File: config.mk
export PLATFORM = sky130hd
export DESIGN_NAME = i2c_arbiter
export DESIGN_NICKNAME = d
export VERILOG_FILES = /design/src/rtl/i2c_arbiter.sv
export SDC_FILE = /design/constraint.sdc
export NUM_CORES = 1
export LEC_CHECK = 0
export CAP_MARGIN = 20
export CELL_PAD_IN_SITES_DETAIL_PLACEMENT = 1
export CELL_PAD_IN_SITES_GLOBAL_PLACEMENT = 2
export CORE_AREA = 2 2 103 105
export CTS_BUF_LIST = sky130_fd_sc_hd__clkbuf_4
export CTS_CLUSTER_DIAMETER = 120
export CTS_CLUSTER_SIZE = 16
export DETAILED_ROUTE_END_ITERATION = 8
export DIE_AREA = 0 0 105 107
export HOLD_SLACK_MARGIN = 0.12
export PLACE_DENSITY_LB_ADDON = 0.1
export SYNTH_ARGS = -nofsm -noshare
export SYNTH_HDL_FRONTEND = slang
export SYNTH_SLANG_ARGS = --single-unit
File: constraint.sdc
create_clock -name clk -period 2.2 [get_ports clk]
set_clock_uncertainty 0.1 [all_clocks]
set_input_delay 0.44 -clock clk [delete_from_list [all_inputs] [get_ports clk]]
set_output_delay 0.44 -clock clk [all_outputs]
set_load 0.02 [all_outputs]
File: src/rtl/i2c_arbiter.sv
// rtl/i2c_arbiter.sv - round-robin arbiter sequencing one i2c_dri transaction per grant
module i2c_arbiter #(
  parameter int N_REQ   = 3,
  parameter int TIMEOUT = 1000,
  parameter int GAP_CYC = 8
) (
  input  logic               clk,
  input  logic               rst,
  input  logic [N_REQ-1:0]   req,
  input  logic [8*N_REQ-1:0] req_addr,
  input  logic [8*N_REQ-1:0] req_data_w,
  input  logic [N_REQ-1:0]   req_rh_wl,
  output logic [N_REQ-1:0]   gnt,
  output logic [N_REQ-1:0]   done,
  output logic               err,
  output logic               ack,
  output logic [7:0]         data_r,
  output logic               i2c_exec,
  output logic [7:0]         i2c_addr,
  output logic [7:0]         i2c_data_w,
  output logic               i2c_rh_wl,
  input  logic               i2c_done,
  input  logic               i2c_ack,
  input  logic [7:0]         i2c_data_r
);

  localparam int LW = $clog2(N_REQ);
  localparam int TW = $clog2(TIMEOUT);
  localparam int GW = $clog2(GAP_CYC + 1);

  typedef enum logic [2:0] {S_IDLE, S_EXEC, S_WAIT, S_DONE, S_GAP} state_t;

  state_t          state, state_n;
  logic [LW-1:0]   last, last_n;
  logic [TW-1:0]   tcnt, tcnt_n;
  logic [GW-1:0]   gcnt, gcnt_n;
  logic [LW-1:0]   win, cand;
  logic            found;
  logic [N_REQ-1:0] gnt_n, done_n;
  logic            err_n, ack_n, exec_n, rh_wl_n;
  logic [7:0]      data_r_n, addr_n, data_w_n;
  logic            timeout_hit, gap_end;

  assign timeout_hit = (tcnt == TW'(TIMEOUT - 1));
  assign gap_end     = (gcnt == GW'(GAP_CYC - 1));

  // Round-robin pick: first pending requester after the previous winner
  always_comb begin
    cand  = last;
    win   = last;
    found = 1'b0;
    for (int i = 0; i < N_REQ; i++) begin
      cand = (cand == LW'(N_REQ - 1)) ? '0 : cand + 1'b1;
      if (!found && req[cand]) begin
        found = 1'b1;
        win   = cand;
      end
    end
  end

  // State register
  always_ff @(posedge clk or posedge rst) begin
    if (rst) state <= S_IDLE;
    else     state <= state_n;
  end

  // Next-state logic; i2c_done only matters in WAIT and beats the timeout
  always_comb begin
    state_n = state;
    case (state)
      S_IDLE: if (|req) state_n = S_EXEC;
      S_EXEC: state_n = S_WAIT;
      S_WAIT: if (i2c_done || timeout_hit) state_n = S_DONE;
      S_DONE: state_n = S_GAP;
      S_GAP:  if (gap_end) state_n = S_IDLE;
      default: state_n = S_IDLE;
    endcase
  end

  // Next values for the registered outputs, pointer and counters
  always_comb begin
    gnt_n    = gnt;
    done_n   = done;
    err_n    = err;
    ack_n    = ack;
    data_r_n = data_r;
    exec_n   = i2c_exec;
    addr_n   = i2c_addr;
    data_w_n = i2c_data_w;
    rh_wl_n  = i2c_rh_wl;
    last_n   = last;
    tcnt_n   = tcnt;
    gcnt_n   = gcnt;
    case (state)
      S_IDLE: begin
        if (|req) begin
          gnt_n    = N_REQ'(1) << win;
          last_n   = win;
          addr_n   = req_addr[{win, 3'b000} +: 8];
          data_w_n = req_data_w[{win, 3'b000} +: 8];
          rh_wl_n  = req_rh_wl[win];
          exec_n   = 1'b1;
        end
      end
      S_EXEC: begin
        exec_n = 1'b0;
        tcnt_n = '0;
      end
      S_WAIT: begin
        tcnt_n = tcnt + 1'b1;
        if (i2c_done) begin
          done_n   = gnt;
          ack_n    = i2c_ack;
          data_r_n = i2c_data_r;
          err_n    = 1'b0;
        end else if (timeout_hit) begin
          done_n   = gnt;
          err_n    = 1'b1;
          ack_n    = 1'b0;
          data_r_n = 8'h00;
        end
      end
      S_DONE: begin
        done_n = '0;
        err_n  = 1'b0;
        ack_n  = 1'b0;
        gnt_n  = '0;
        gcnt_n = '0;
      end
      S_GAP: gcnt_n = gcnt + 1'b1;
      default: ;
    endcase
  end

  // Output and datapath registers
  always_ff @(posedge clk or posedge rst) begin
    if (rst) begin
      gnt        <= '0;
      done       <= '0;
      err        <= 1'b0;
      ack        <= 1'b0;
      data_r     <= 8'h00;
      i2c_exec   <= 1'b0;
      i2c_addr   <= 8'h00;
      i2c_data_w <= 8'h00;
      i2c_rh_wl  <= 1'b0;
      last       <= LW'(N_REQ - 1);
      tcnt       <= '0;
      gcnt       <= '0;
    end else begin
      gnt        <= gnt_n;
      done       <= done_n;
      err        <= err_n;
      ack        <= ack_n;
      data_r     <= data_r_n;
      i2c_exec   <= exec_n;
      i2c_addr   <= addr_n;
      i2c_data_w <= data_w_n;
      i2c_rh_wl  <= rh_wl_n;
      last       <= last_n;
      tcnt       <= tcnt_n;
      gcnt       <= gcnt_n;
    end
  end

endmodule

==> impl_summary.txt <==
----------------------------------------------------
[Route]
  Number of vias per cell ... 4.92
  Drt drc ... 0
  First-pass iteration count of the detailed router ... 4
  Wire length after detailed routing ... 8.75 mm
  Routed wire length per instance ... 16.5 um
  Antenna-violating nets left ... 0
  Vias after detailed routing ... 2609
  First-iteration detailed-routing DRC count ... 90

[GRT]
  Pin count of the biggest net entering global routing ... 54
  Initial antenna violation count ... 0
  Vias in the first global route ... 2858
  Wire length of the first global-routing pass ... 14.6 mm
  Overall global routing resource usage ... 16.1%
  Grt total ovfl ... 0

[CTS]
  Clock tree from TritonCTS ... built
  Deepest clock path buffer count ... 2
  H-Tree Depth ... 2
  CTS root buf ... sky130_fd_sc_hd__clkbuf_4
  Worst-Skew Late Latency ... 0.37 ns
  Post-CTS clock slew at the launch and capture registers of the worst setup and hold paths ... 0.17 ns
  Number of buffers inserted by hold repair at cts ... 0
  Post CTS Setup Buffer Count ... 0
  Clock buffer count from CTS ... 5
  Post-CTS resize count ... 0
  Number of sinks handled by clock tree synthesis ... 53

[Synthesis]
  Top cell type's share of synthesized area ... 48.5%
  Area share of fa/ha/maj cells after synthesis ... 0.932%
  Number of flops mapped to enable cells by yosys ... 0
  Area share of and/or/nand/nor cells after synthesis ... 22.8%
  Most instantiated cells after synthesis ... 52 x sky130_fd_sc_hd__dfrtp_1, 38 x sky130_fd_sc_hd__nand3_1, 33 x sky130_fd_sc_hd__a31oi_1, 26 x sky130_fd_sc_hd__nor2_1, 22 x sky130_fd_sc_hd__nand2_1
  Netlist cell types ... 44
  Flip-flop and latch count after synthesis ... 53
  Combined area of all synthesized cells ... 2680 um2
  Instance count of the mapped netlist ... 284
  Post-Synthesis Net Count ... 352
  Sequential area share after synthesis ... 49.5%
  Cell accounting for the most synthesized area ... sky130_fd_sc_hd__dfrtp_1
  Most instantiated flip-flop cell in the synthesis netlist ... sky130_fd_sc_hd__dfrtp_1
  Share of the synthesized area in compound gates (AO/OA/AOI/OAI) ... 20.2%
  Multiplexer share of the synthesized area ... 2.24%
  Synth warn ... 0
  Combinational family with the most area after synthesis ... simple AND/OR/NAND/NOR gates
  Share of flip-flops with an asynchronous set or reset after synthesis ... 100%
  Most repeated cell in the gate-level netlist after synthesis ... sky130_fd_sc_hd__dfrtp_1
  Fraction of synthesized cell area in xor and xnor cells ... 0%
  Leading post-synthesis cells by cell area ... sky130_fd_sc_hd__dfrtp_1 48%, sky130_fd_sc_hd__a31oi_1 7.7%, sky130_fd_sc_hd__nand3_1 7.1%
  Post-Synthesis Mean Instance Area ... 9.45 um2

[Critical path]
  Setup crit end kind ... output pin
  Endpoint required time on the critical path ... 1.66 ns
  Beginning of the critical path ... gnt[0]$_DFFE_PP0P_
  Category of the worst setup path launch point ... flip-flop
  Endpoint arrival time on the critical path ... 1.45 ns
  Minimum setup slack among reg-to-reg paths ... 0.27 ns
  Kind of cell adding the most delay to the critical path ... buffers and inverters
  Largest stage delay on the critical path ... 0.67 ns
  Worst Path Max Fanout ... 3
  Cell at the slowest stage of the critical path ... sky130_fd_sc_hd__clkdlybuf4s50_1
  Crit path cell chain ... clkdlybuf4s50_1
  Buf/Inv on CP ... 1
  Worst setup path class ... reg2out
  Startpoint of the worst register-to-register path ... tcnt[0]$_DFFE_PP0P_

[Power]
  Switching component of the power ... 2.23 mW
  Share of total power in combinational logic ... 58.3%
  Clock share of power ... 10.5%
  Power density of the placed cells ... 1290 nW/um2
  Switching part of the total ... 41.9%
  Int Pwr ... 3.09 mW
  Power share of the sequential group ... 31.2%
  Maximum vdd ir drop ... 0.000377 V
  Lkg Pwr ... 1.67 nW

[Floorplanning]
  Overall die area ... 11200 um2
  Die width ... 105 um
  Top Ports ... 100
  Std cell rows ... 37
  Height of the chip ... 107 um
  Placeable core region ... 10100 um2
  Starting utilization of the core area ... 26.6%

[Timing]
  Worst Tran Pin Value ... 0.409 ns
  Worst rel slew slack ... 72.8%
  Final hold violation count ... 0
  Highest achievable clock rate ... 504 MHz
  Final max-slew violation count ... 0
  RSZ-0062 raised after global routing ... false
  Final worst path period need ... 1.99 ns
  Setup-violating endpoint count in the final report ... 0
  Summed negative setup slack over all endpoints ... 0 ns
  Period utilization ... 90.3%

[Final layout]
  Fraction of layout cells with a size suffix above 1 ... 10.7%
  Antenna diodes ... 0
  Register area ... 1330 um2
  Area growth from synthesis to layout ... 53.1%
  Fill cell instance count of the final layout ... 1219
  Number of nets in the finished design ... 461
  Multi-input logic area ... 1250 um2
  Finished Layout Cells ... 530

[Run]
  Max-capacitance violation count ... 0

[Place]
  Estimated wirelength of the detail-placed design ... 6.46 mm
  Placed instance count ... 522
  Weighted congestion at the end of routability-driven global placement ... 0.767
  Buffers added on ports ... 99

[Hold path]
  Hold Path Class ... in2async

[Status]
  Result of the run ... finished clean

----------------------------------------------------
-- per-layer routing --
metal / share of wire (%) / track usage (%) / routed length, um / up-vias
li1: - / - / - / 1268
met3: 6.3 / 4.80 / 551 / 6
met5: 0 / 0 / 0 / -
met2: 49 / 27.6 / 4280 / 65
met1: 44 / 20.0 / 3840 / 1270
met4: 0.91 / 3.90 / 80 / 0
-- cell type report --
class	count	area share (%)
clock inverter	2	0.852
timing repair buffer	121	30.6
clock buffer	6	1.10
sequential	53	32.3
tap	136	4.14
inverter	6	0.548
multi-input combinational	206	30.5
-- worst register-to-register path: cells and delay by family (launching register included) --
kind / cells / cell delay [ns]
adder cells (fa/ha/maj): 1 / 0.26
flip-flops: 1 / 0.42
buffers and inverters: 1 / 0.22
AND/OR/NAND/NOR: 2 / 0.29
AO/OA/AOI/OAI: 2 / 0.53
-- path summary, 6_finish.rpt --
check,to,cells past startpoint
worst max register to register,done[2]$_DFFE_PP0P_,6
worst min-delay path,data_r[4]$_DFFE_PP0P_,3
worst max-delay path,gnt[0],1
worst min register to register,tcnt[9]$_DFFE_PP0P_,1
min in group clk,tcnt[9]$_DFFE_PP0P_,1
max in group asynchronous,last[1]$_DFFE_PP1P_,3
-- stage by stage --
stage | cell area [um2] | hold WS (ns) | total power, mW | setup slack, ns | utilization [%]
after CTS | 4110 | 0.314 | 5.41 | 0.192 | 40.7
after floorplan | 2680 | 0.351 | 3.31 | 0.315 | -
after global placement | 4030 | 0.367 | 4.75 | 0.0716 | 39.9
final | 4110 | 0.319 | 5.32 | 0.214 | 40.7
after detailed placement | 4030 | 0.380 | 4.82 | 0.0251 | 39.9
after global routing | 4110 | 0.322 | 5.75 | 0.0508 | 40.7
-- logic make-up (layout without fill, tap and decap cells) --
group	after synthesis	after routing
buffers and inverters	25	135
AND/OR/NAND/NOR	119	119
adder cells (fa/ha/maj)	2	2
AO/OA/AOI/OAI	79	79
flip-flops	53	53
multiplexers	6	6
-- placed cells by master (no fill, tap or decap), types with 2 or more instances in the layout --
master	synthesis	routed
sky130_fd_sc_hd__nand4_1	3	3
sky130_fd_sc_hd__clkbuf_4	0	6
sky130_fd_sc_hd__a22o_1	10	10
sky130_fd_sc_hd__dfrtp_1	52	52
sky130_fd_sc_hd__nand3_1	38	38
sky130_fd_sc_hd__o311ai_0	4	4
sky130_fd_sc_hd__buf_4	0	14
sky130_fd_sc_hd__nor3_1	3	3
sky130_fd_sc_hd__o21ai_0	14	14
sky130_fd_sc_hd__clkdlybuf4s50_1	0	99
sky130_fd_sc_hd__a31oi_1	33	33
sky130_fd_sc_hd__nor2_1	26	26
sky130_fd_sc_hd__ha_1	2	2
sky130_fd_sc_hd__buf_12	0	8
sky130_fd_sc_hd__mux2i_1	6	6
sky130_fd_sc_hd__nand2b_1	6	6
sky130_fd_sc_hd__nor3b_1	2	2
sky130_fd_sc_hd__nand4b_1	3	3
sky130_fd_sc_hd__or3b_1	2	2
sky130_fd_sc_hd__a21oi_1	8	7
sky130_fd_sc_hd__inv_1	6	5
sky130_fd_sc_hd__nand2_1	22	22
sky130_fd_sc_hd__nor2b_1	3	3
-- power by group through the flow --
stage / Combinational [mW] / Clock [mW] / Sequential (mW)
3_3_place_gp: 3.09 / 0 / 1.67
6_report: 3.10 / 0.561 / 1.66
5_1_grt: 3.41 / 0.623 / 1.72
3_5_place_dp: 3.14 / 0 / 1.69
2_1_floorplan: 1.33 / 0 / 1.98
4_1_cts: 3.15 / 0.596 / 1.67
-- flip-flops by register name, indices dropped and copies added (netlist names) --
register / flops
gcnt: 4
last: 2
tcnt: 10
ack: 1
i2c_rh_wl: 1
i2c_data_w: 8
i2c_addr: 8
state: 3
i2c_exec: 1
data_r: 8
done: 3
gnt: 3
err: 1
Note: power is estimated with default switching activity, not from simulation.
